===== config.mk =====
export PLATFORM = sky130hd
export DESIGN_NAME = btn_step_gen
export DESIGN_NICKNAME = d
export VERILOG_FILES = /design/src/rtl/game_pkg.sv /design/src/rtl/btn_debounce.sv /design/src/rtl/btn_step_gen.sv
export SDC_FILE = /design/constraint.sdc
export NUM_CORES = 1
export LEC_CHECK = 0
export CAP_MARGIN = 20
export CORE_ASPECT_RATIO = 0.6
export CORE_MARGIN = 2
export CORE_UTILIZATION = 60
export CTS_BUF_LIST = sky130_fd_sc_hd__clkbuf_8
export DETAILED_ROUTE_END_ITERATION = 10
export GPL_TIMING_DRIVEN = 0
export HOLD_SLACK_MARGIN = 0.02
export MAX_ROUTING_LAYER = met4
export PLACE_DENSITY = 0.83
export SETUP_SLACK_MARGIN = 0.5
export SLEW_MARGIN = 20
export SYNTH_ARGS = -nofsm -noshare
export SYNTH_HDL_FRONTEND = slang
export SYNTH_SLANG_ARGS = --single-unit

===== constraint.sdc =====
create_clock -name clk -period 6.9 [get_ports clk]
set_clock_uncertainty 0.2 [all_clocks]
set_input_delay 1.035 -clock clk [delete_from_list [all_inputs] [get_ports clk]]
set_output_delay 1.035 -clock clk [all_outputs]
set_load 0.005 [all_outputs]

===== src/rtl/game_pkg.sv =====
// ============================================================================
// game_pkg : shared types and constants for the button/step front end
// Rev 1.0  : initial release
// ============================================================================
`default_nettype none

package game_pkg;

  localparam int STEP_W  = 8;
  localparam int NUM_BTN = 5;

  localparam int UP     = 0;
  localparam int DOWN   = 1;
  localparam int LEFT   = 2;
  localparam int RIGHT  = 3;
  localparam int CENTRE = 4;

  typedef enum logic [1:0] {
    IDLE   = 2'd0,
    DELAY  = 2'd1,
    REPEAT = 2'd2
  } step_state_e;

  // Signed contribution of one axis: +mag, -mag, or 0 when both or neither pressed.
  function automatic logic [STEP_W-1:0] axis_step(input logic pos, input logic neg,
                                                  input logic [STEP_W-2:0] mag);
    logic [STEP_W-1:0] m;
    m = {1'b0, mag};
    if (pos && !neg) return m;
    else if (neg && !pos) return -m;
    else return '0;
  endfunction

endpackage

`default_nettype wire


===== src/rtl/btn_debounce.sv =====
// ============================================================================
// btn_debounce : 2-FF synchroniser plus stable-count debouncer for one button
// Rev 1.0      : initial release
// ============================================================================
`default_nettype none

module btn_debounce #(
  parameter int DEBOUNCE_CYCLES = 1_000_000
) (
  input  logic clk,
  input  logic rst,
  input  logic btn_i,
  output logic level_o
);

  localparam int CNT_W = (DEBOUNCE_CYCLES > 1) ? $clog2(DEBOUNCE_CYCLES) : 1;
  localparam logic [CNT_W-1:0] CNT_LAST = CNT_W'(DEBOUNCE_CYCLES - 1);

  logic             meta_q;
  logic             sync_q;
  logic             level_q;
  logic [CNT_W-1:0] cnt_q;

  always_ff @(posedge clk) begin
    if (rst) begin
      meta_q  <= 1'b0;
      sync_q  <= 1'b0;
      level_q <= 1'b0;
      cnt_q   <= '0;
    end else begin
      meta_q <= btn_i;
      sync_q <= meta_q;
      if (sync_q == level_q) begin
        cnt_q <= '0;
      end else if (cnt_q == CNT_LAST) begin
        level_q <= sync_q;
        cnt_q   <= '0;
      end else begin
        cnt_q <= cnt_q + 1'b1;
      end
    end
  end

  assign level_o = level_q;

endmodule

`default_nettype wire


===== src/rtl/btn_step_gen.sv =====
// ============================================================================
// btn_step_gen : debounced buttons -> signed position steps (valid/ready)
//                with one-cycle recentre strobe. Define BTN_AUTOREPEAT_EN to
//                build the hold-to-repeat state machine and tick prescaler.
// Rev 1.0      : initial release
// ============================================================================
`default_nettype none

module btn_step_gen
  import game_pkg::*;
#(
  parameter int DEBOUNCE_CYCLES     = 1_000_000,
  parameter int TICK_CYCLES         = 1_666_667,
  parameter int REPEAT_DELAY_TICKS  = 8,
  parameter int REPEAT_PERIOD_TICKS = 2,
  parameter int STEP                = 4
) (
  input  logic              clk,
  input  logic              rst,
  input  logic              up,
  input  logic              down,
  input  logic              left,
  input  logic              right,
  input  logic              centre,
  output logic              step_valid,
  input  logic              step_ready,
  output logic [STEP_W-1:0] step_dx,
  output logic [STEP_W-1:0] step_dy,
  output logic              recentre,
  output logic              overrun
);

  localparam logic [STEP_W-2:0] MAG = (STEP_W - 1)'(STEP);

  if (STEP < 1 || STEP > 127 || DEBOUNCE_CYCLES < 1 || TICK_CYCLES < 1 ||
      REPEAT_DELAY_TICKS < 1 || REPEAT_PERIOD_TICKS < 1) begin : g_bad_params
    $error("btn_step_gen: parameter out of range");
  end

  logic [NUM_BTN-1:0] w_raw;
  logic [NUM_BTN-1:0] w_lvl;
  logic [NUM_BTN-1:0] lvl_prev_q;
  logic [NUM_BTN-1:0] w_rise;
  logic               w_dir_rise;
  logic [STEP_W-1:0]  w_dx;
  logic [STEP_W-1:0]  w_dy;
  logic               w_trigger;
  logic               w_emit;
  logic               w_accept;

  // Bit order follows the UP..CENTRE index constants.
  assign w_raw = {centre, right, left, down, up};

  for (genvar gi = 0; gi < NUM_BTN; gi++) begin : g_btn
    btn_debounce #(
      .DEBOUNCE_CYCLES(DEBOUNCE_CYCLES)
    ) u_deb (
      .clk    (clk),
      .rst    (rst),
      .btn_i  (w_raw[gi]),
      .level_o(w_lvl[gi])
    );
  end

  assign w_rise     = w_lvl & ~lvl_prev_q;
  assign w_dir_rise = |w_rise[RIGHT:UP];
  assign w_dx       = axis_step(w_lvl[RIGHT], w_lvl[LEFT], MAG);
  assign w_dy       = axis_step(w_lvl[DOWN], w_lvl[UP], MAG);

`ifdef BTN_AUTOREPEAT_EN
  localparam int TMAX    = (REPEAT_DELAY_TICKS > REPEAT_PERIOD_TICKS) ?
                           REPEAT_DELAY_TICKS : REPEAT_PERIOD_TICKS;
  localparam int TCNT_W  = (TMAX > 1) ? $clog2(TMAX) : 1;
  localparam int PRESC_W = (TICK_CYCLES > 1) ? $clog2(TICK_CYCLES) : 1;

  step_state_e         state_q, state_d;
  logic [TCNT_W-1:0]   tcnt_q, tcnt_d;
  logic [PRESC_W-1:0]  presc_q;
  logic                w_tick;
  logic                w_restart;
  logic                w_dir_held;
  logic                w_last_tick;

  assign w_tick     = (presc_q == PRESC_W'(TICK_CYCLES - 1));
  assign w_dir_held = |w_lvl[RIGHT:UP];
  assign w_last_tick = (state_q == DELAY) ? (tcnt_q == TCNT_W'(REPEAT_DELAY_TICKS - 1))
                                          : (tcnt_q == TCNT_W'(REPEAT_PERIOD_TICKS - 1));

  always_comb begin
    state_d   = state_q;
    tcnt_d    = tcnt_q;
    w_trigger = 1'b0;
    w_restart = 1'b0;
    case (state_q)
      IDLE: begin
        if (w_dir_rise) begin
          w_trigger = 1'b1;
          w_restart = 1'b1;
          state_d   = DELAY;
          tcnt_d    = '0;
        end
      end
      DELAY, REPEAT: begin
        if (!w_dir_held) begin
          state_d = IDLE;
          tcnt_d  = '0;
        end else if (w_dir_rise) begin
          w_trigger = 1'b1;
          w_restart = 1'b1;
          state_d   = DELAY;
          tcnt_d    = '0;
        end else if (w_tick) begin
          if (w_last_tick) begin
            w_trigger = 1'b1;
            state_d   = REPEAT;
            tcnt_d    = '0;
          end else begin
            tcnt_d = tcnt_q + 1'b1;
          end
        end
      end
      default: state_d = IDLE;
    endcase
  end

  always_ff @(posedge clk) begin
    if (rst) begin
      state_q <= IDLE;
      tcnt_q  <= '0;
      presc_q <= '0;
    end else begin
      state_q <= state_d;
      tcnt_q  <= tcnt_d;
      // Re-aligning the prescaler makes the first repeat land on an exact tick count.
      if (w_restart || w_tick) presc_q <= '0;
      else                     presc_q <= presc_q + 1'b1;
    end
  end
`else
  assign w_trigger = w_dir_rise;
`endif

  assign w_emit   = w_trigger && ((w_dx != '0) || (w_dy != '0));
  assign w_accept = step_valid && step_ready;

  always_ff @(posedge clk) begin
    if (rst) begin
      step_valid <= 1'b0;
      step_dx    <= '0;
      step_dy    <= '0;
      recentre   <= 1'b0;
      overrun    <= 1'b0;
      lvl_prev_q <= '0;
    end else begin
      if (w_emit && (!step_valid || w_accept)) begin
        step_valid <= 1'b1;
        step_dx    <= w_dx;
        step_dy    <= w_dy;
      end else if (w_accept) begin
        step_valid <= 1'b0;
      end
      if (w_emit && step_valid && !w_accept) overrun <= 1'b1;
      recentre   <= w_rise[CENTRE];
      lvl_prev_q <= w_lvl;
    end
  end

endmodule

`default_nettype wire


==> results.cfg <==
[drt]
wl_per_cell_um = 14.3
avgViaCountPerCell = 5.73
drtIter0Drc = 266
post-route-drc-count = 0
wirelength_um = 11500
vias = 4607
drt-pass1-iter-count = 5
ant_nets = 0

[sta]
rsz0062_at_grt = false
tightest_slew_ps = 850
period_minus_slack_ps = 2750
setup_viol = 0
drv_slew = 0
fin_setup_tns_ps = 0
hold_violations = 0
period_share_pct = 39.9
fmax_mhz = 363
worst_slack_ps = 4150
worst_hold_slack_ps = 206
slew_headroom_pct = 43.0

[synthesis]
ys_seq_area_share_pct = 45.6
synth_common_cells = dfxtp_1 (127), nor2_1 (82), a21oi_1 (38)
avgSynthCellArea_um2 = 8.85
synth.top_cell.area_share_pct = 45.6
ys_ff_latch = 127
syn_inst = 631
ys_async_sr_fraction_pct = 0
synthFlopType = dfxtp_1
synth_area_mm2 = 0.00558
yosys.area.top_type = dfxtp_1
synth.most_common_cell = dfxtp_1
yosysWarnings = 0
synth_edf_count = 0
ys_types = 45
synthTopCellsByArea = dfxtp_1 (46%), nor2_1 (5.5%), xnor2_1 (5.2%)

[grt]
grt_pass1_vias = 4353
grt_pass1_wl_um = 19600
grt_max_degree = 17
grt_usage_pct = 24.6
antenna_found_initial = 0
grt-ovfl-total = 0

[floorplan]
initial_core_util_pct = 61.2
dieArea_mm2 = 0.0101
core-area_mm2 = 0.00912
die_w_um = 129
ios = 27
floorplan.rows = 27
die_height_um = 78.7

[status]
outcome = finished clean

[worst_setup_path]
critPathKind = flop to primary output
r2r_start = g_btn[0].u_deb.cnt_q[6]
r2r_end = g_btn[0].u_deb.cnt_q[15]
start_kind = flop
ff2ff_setup_slack_ps = 4320
cp-end-kind = primary output
worstPathMaxFanout = 6
critical_path_arrival_ps = 1520
cp.required_ps = 5660
rr_worst_depth = 5

[clock_tree]
cts_setup_buffers = 0
cts_sinks = 127
h-tree-depth = 4
clkLatencyLatePin_ps = 430
clock-root-buffer = clkbuf_8
clock_path_buffers = 2
path_clk_slew_ps = 70
cts_tree = yes
cts_buffers = 17
ctsHoldBuffers = 0
cts_resized = 0

[hold_path]
whs_path_depth = 1
hold_path_end = recentre
hold_class = flop to flop
min_from = lvl_prev_q[4]

[power_and_ir_drop]
p_per_area_mw_per_mm2 = 228
leakage_nw = 2.02
ir_drop_mv = 0.153

[layout]
n_antenna_cell = 0
nets = 690
syn2layout_area_growth_pct = 14.6
layout-drive-gt1-share_pct = 8.43

[placed_design]
port_buffers = 22
gp_congestion = 0.902
hpwlAfterDp_um = 7960
post-place-ws_ps = 3800

[run]
maxCapViolCount = 0
## state kept, by name, indices dropped and copies added, names as in the netlist
signal,flops
step_dy,2
step_valid,1
overrun,1
g_btn.u_deb.cnt_q,100
recentre,1
g_btn.u_deb.meta_q,5
g_btn.u_deb.level_o,5
lvl_prev_q,5
step_dx,2
g_btn.u_deb.sync_q,5
## cells in the final DEF, fill, tap and decap left out, types with 4 or more instances in the layout
cell | Yosys | final
dfxtp_1 | 127 | 127
nor2_1 | 82 | 82
a21oi_1 | 38 | 38
xnor2_1 | 33 | 33
xor2_1 | 32 | 32
inv_1 | 24 | 30
nand3_1 | 30 | 30
nand2_1 | 30 | 30
nand4_1 | 28 | 28
o21ai_0 | 25 | 25
clkdlybuf4s50_1 | 0 | 22
clkbuf_8 | 0 | 21
or3_1 | 19 | 19
nor2b_1 | 19 | 19
or4_1 | 17 | 17
nor3_1 | 15 | 15
clkbuf_1 | 13 | 13
buf_4 | 13 | 13
o31ai_1 | 12 | 12
and4_1 | 10 | 10
ha_1 | 7 | 7
and2_1 | 6 | 6
nor4_1 | 6 | 6
and3_1 | 5 | 5
conb_1 | 1 | 4
bufinv_16 | 0 | 4
## where the power goes
| group | internal, W | switching [W] | total, W |
|---|---|---|---|
| combinational | 0.00000968 | 0.0000120 | 0.0000217 |
| clock | 0.000424 | 0.000271 | 0.000695 |
| sequential | 0.000737 | 0.00000199 | 0.000739 |
| total | 0.00117 | 0.000285 | 0.00146 |
## worst max path at each step
| stage | cells past startpoint | endpoint | slack (ps) | startpoint |
|---|---|---|---|---|
| 3_3_place_gp | 5 | g_btn[0].u_deb.cnt_q[13] | 3880 | rst |
| 2_1_floorplan | 6 | g_btn[1].u_deb.cnt_q[18] | 4740 | g_btn[1].u_deb.cnt_q[0] |
| 4_1_cts | 2 | step_dx[4] | 4140 | step_dx[6] |
| 3_5_place_dp | 5 | g_btn[0].u_deb.cnt_q[15] | 3800 | rst |
| 5_1_grt | 5 | g_btn[0].u_deb.cnt_q[12] | 4070 | rst |
| 6_report | 2 | step_dx[4] | 4150 | step_dx[6] |
## worst max-delay path, cell delays in order, from the launching register on
cell             delay, ps
dfxtp_1                440
buf_4                  150
clkdlybuf4s50_1        500
## cell families (layout without fill, tap and decap cells)
| group | count (synthesis) | count (layout) | share of synthesized area, % |
|---|---|---|---|
| flops | 127 | 127 | 45.6 |
| simple gates | 289 | 289 | 28.4 |
| other cells | 1 | 4 | 0.0672 |
| fa+ha+maj | 7 | 7 | 1.57 |
| xor+xnor | 65 | 65 | 10.2 |
| buf+inv | 55 | 109 | 4.80 |
| compound gates | 87 | 87 | 9.39 |
## area by class of cell
class	instances	area, um^2
sequential	127	2540
clock inverter	11	148
inverter	24	90.1
timing repair buffer	22	220
tap	116	145
multi-input combinational	452	2780
fill	712	2730
clock buffer	21	289
buffer	31	178
## through the flow
stage,total power [W],cells,area [um^2],util (%)
after floorplan,0.000768,634,5590,-
final,0.00146,804,6390,70.1
after global routing,0.00150,804,6390,70.1
after detailed placement,0.000776,772,5960,65.3
after global placement,0.000776,772,5960,65.3
after CTS,0.00147,804,6390,70.1
## layer usage
metal,vias to the layer above,global-route usage [%],share of wire [%]
li1,2293,-,-
met1,2175,31.0,47
met2,113,38.9,47
met3,26,4.78,4.3
met4,0,11.2,1.8
met5,-,-,0
Power figures use the tool's default switching activity.
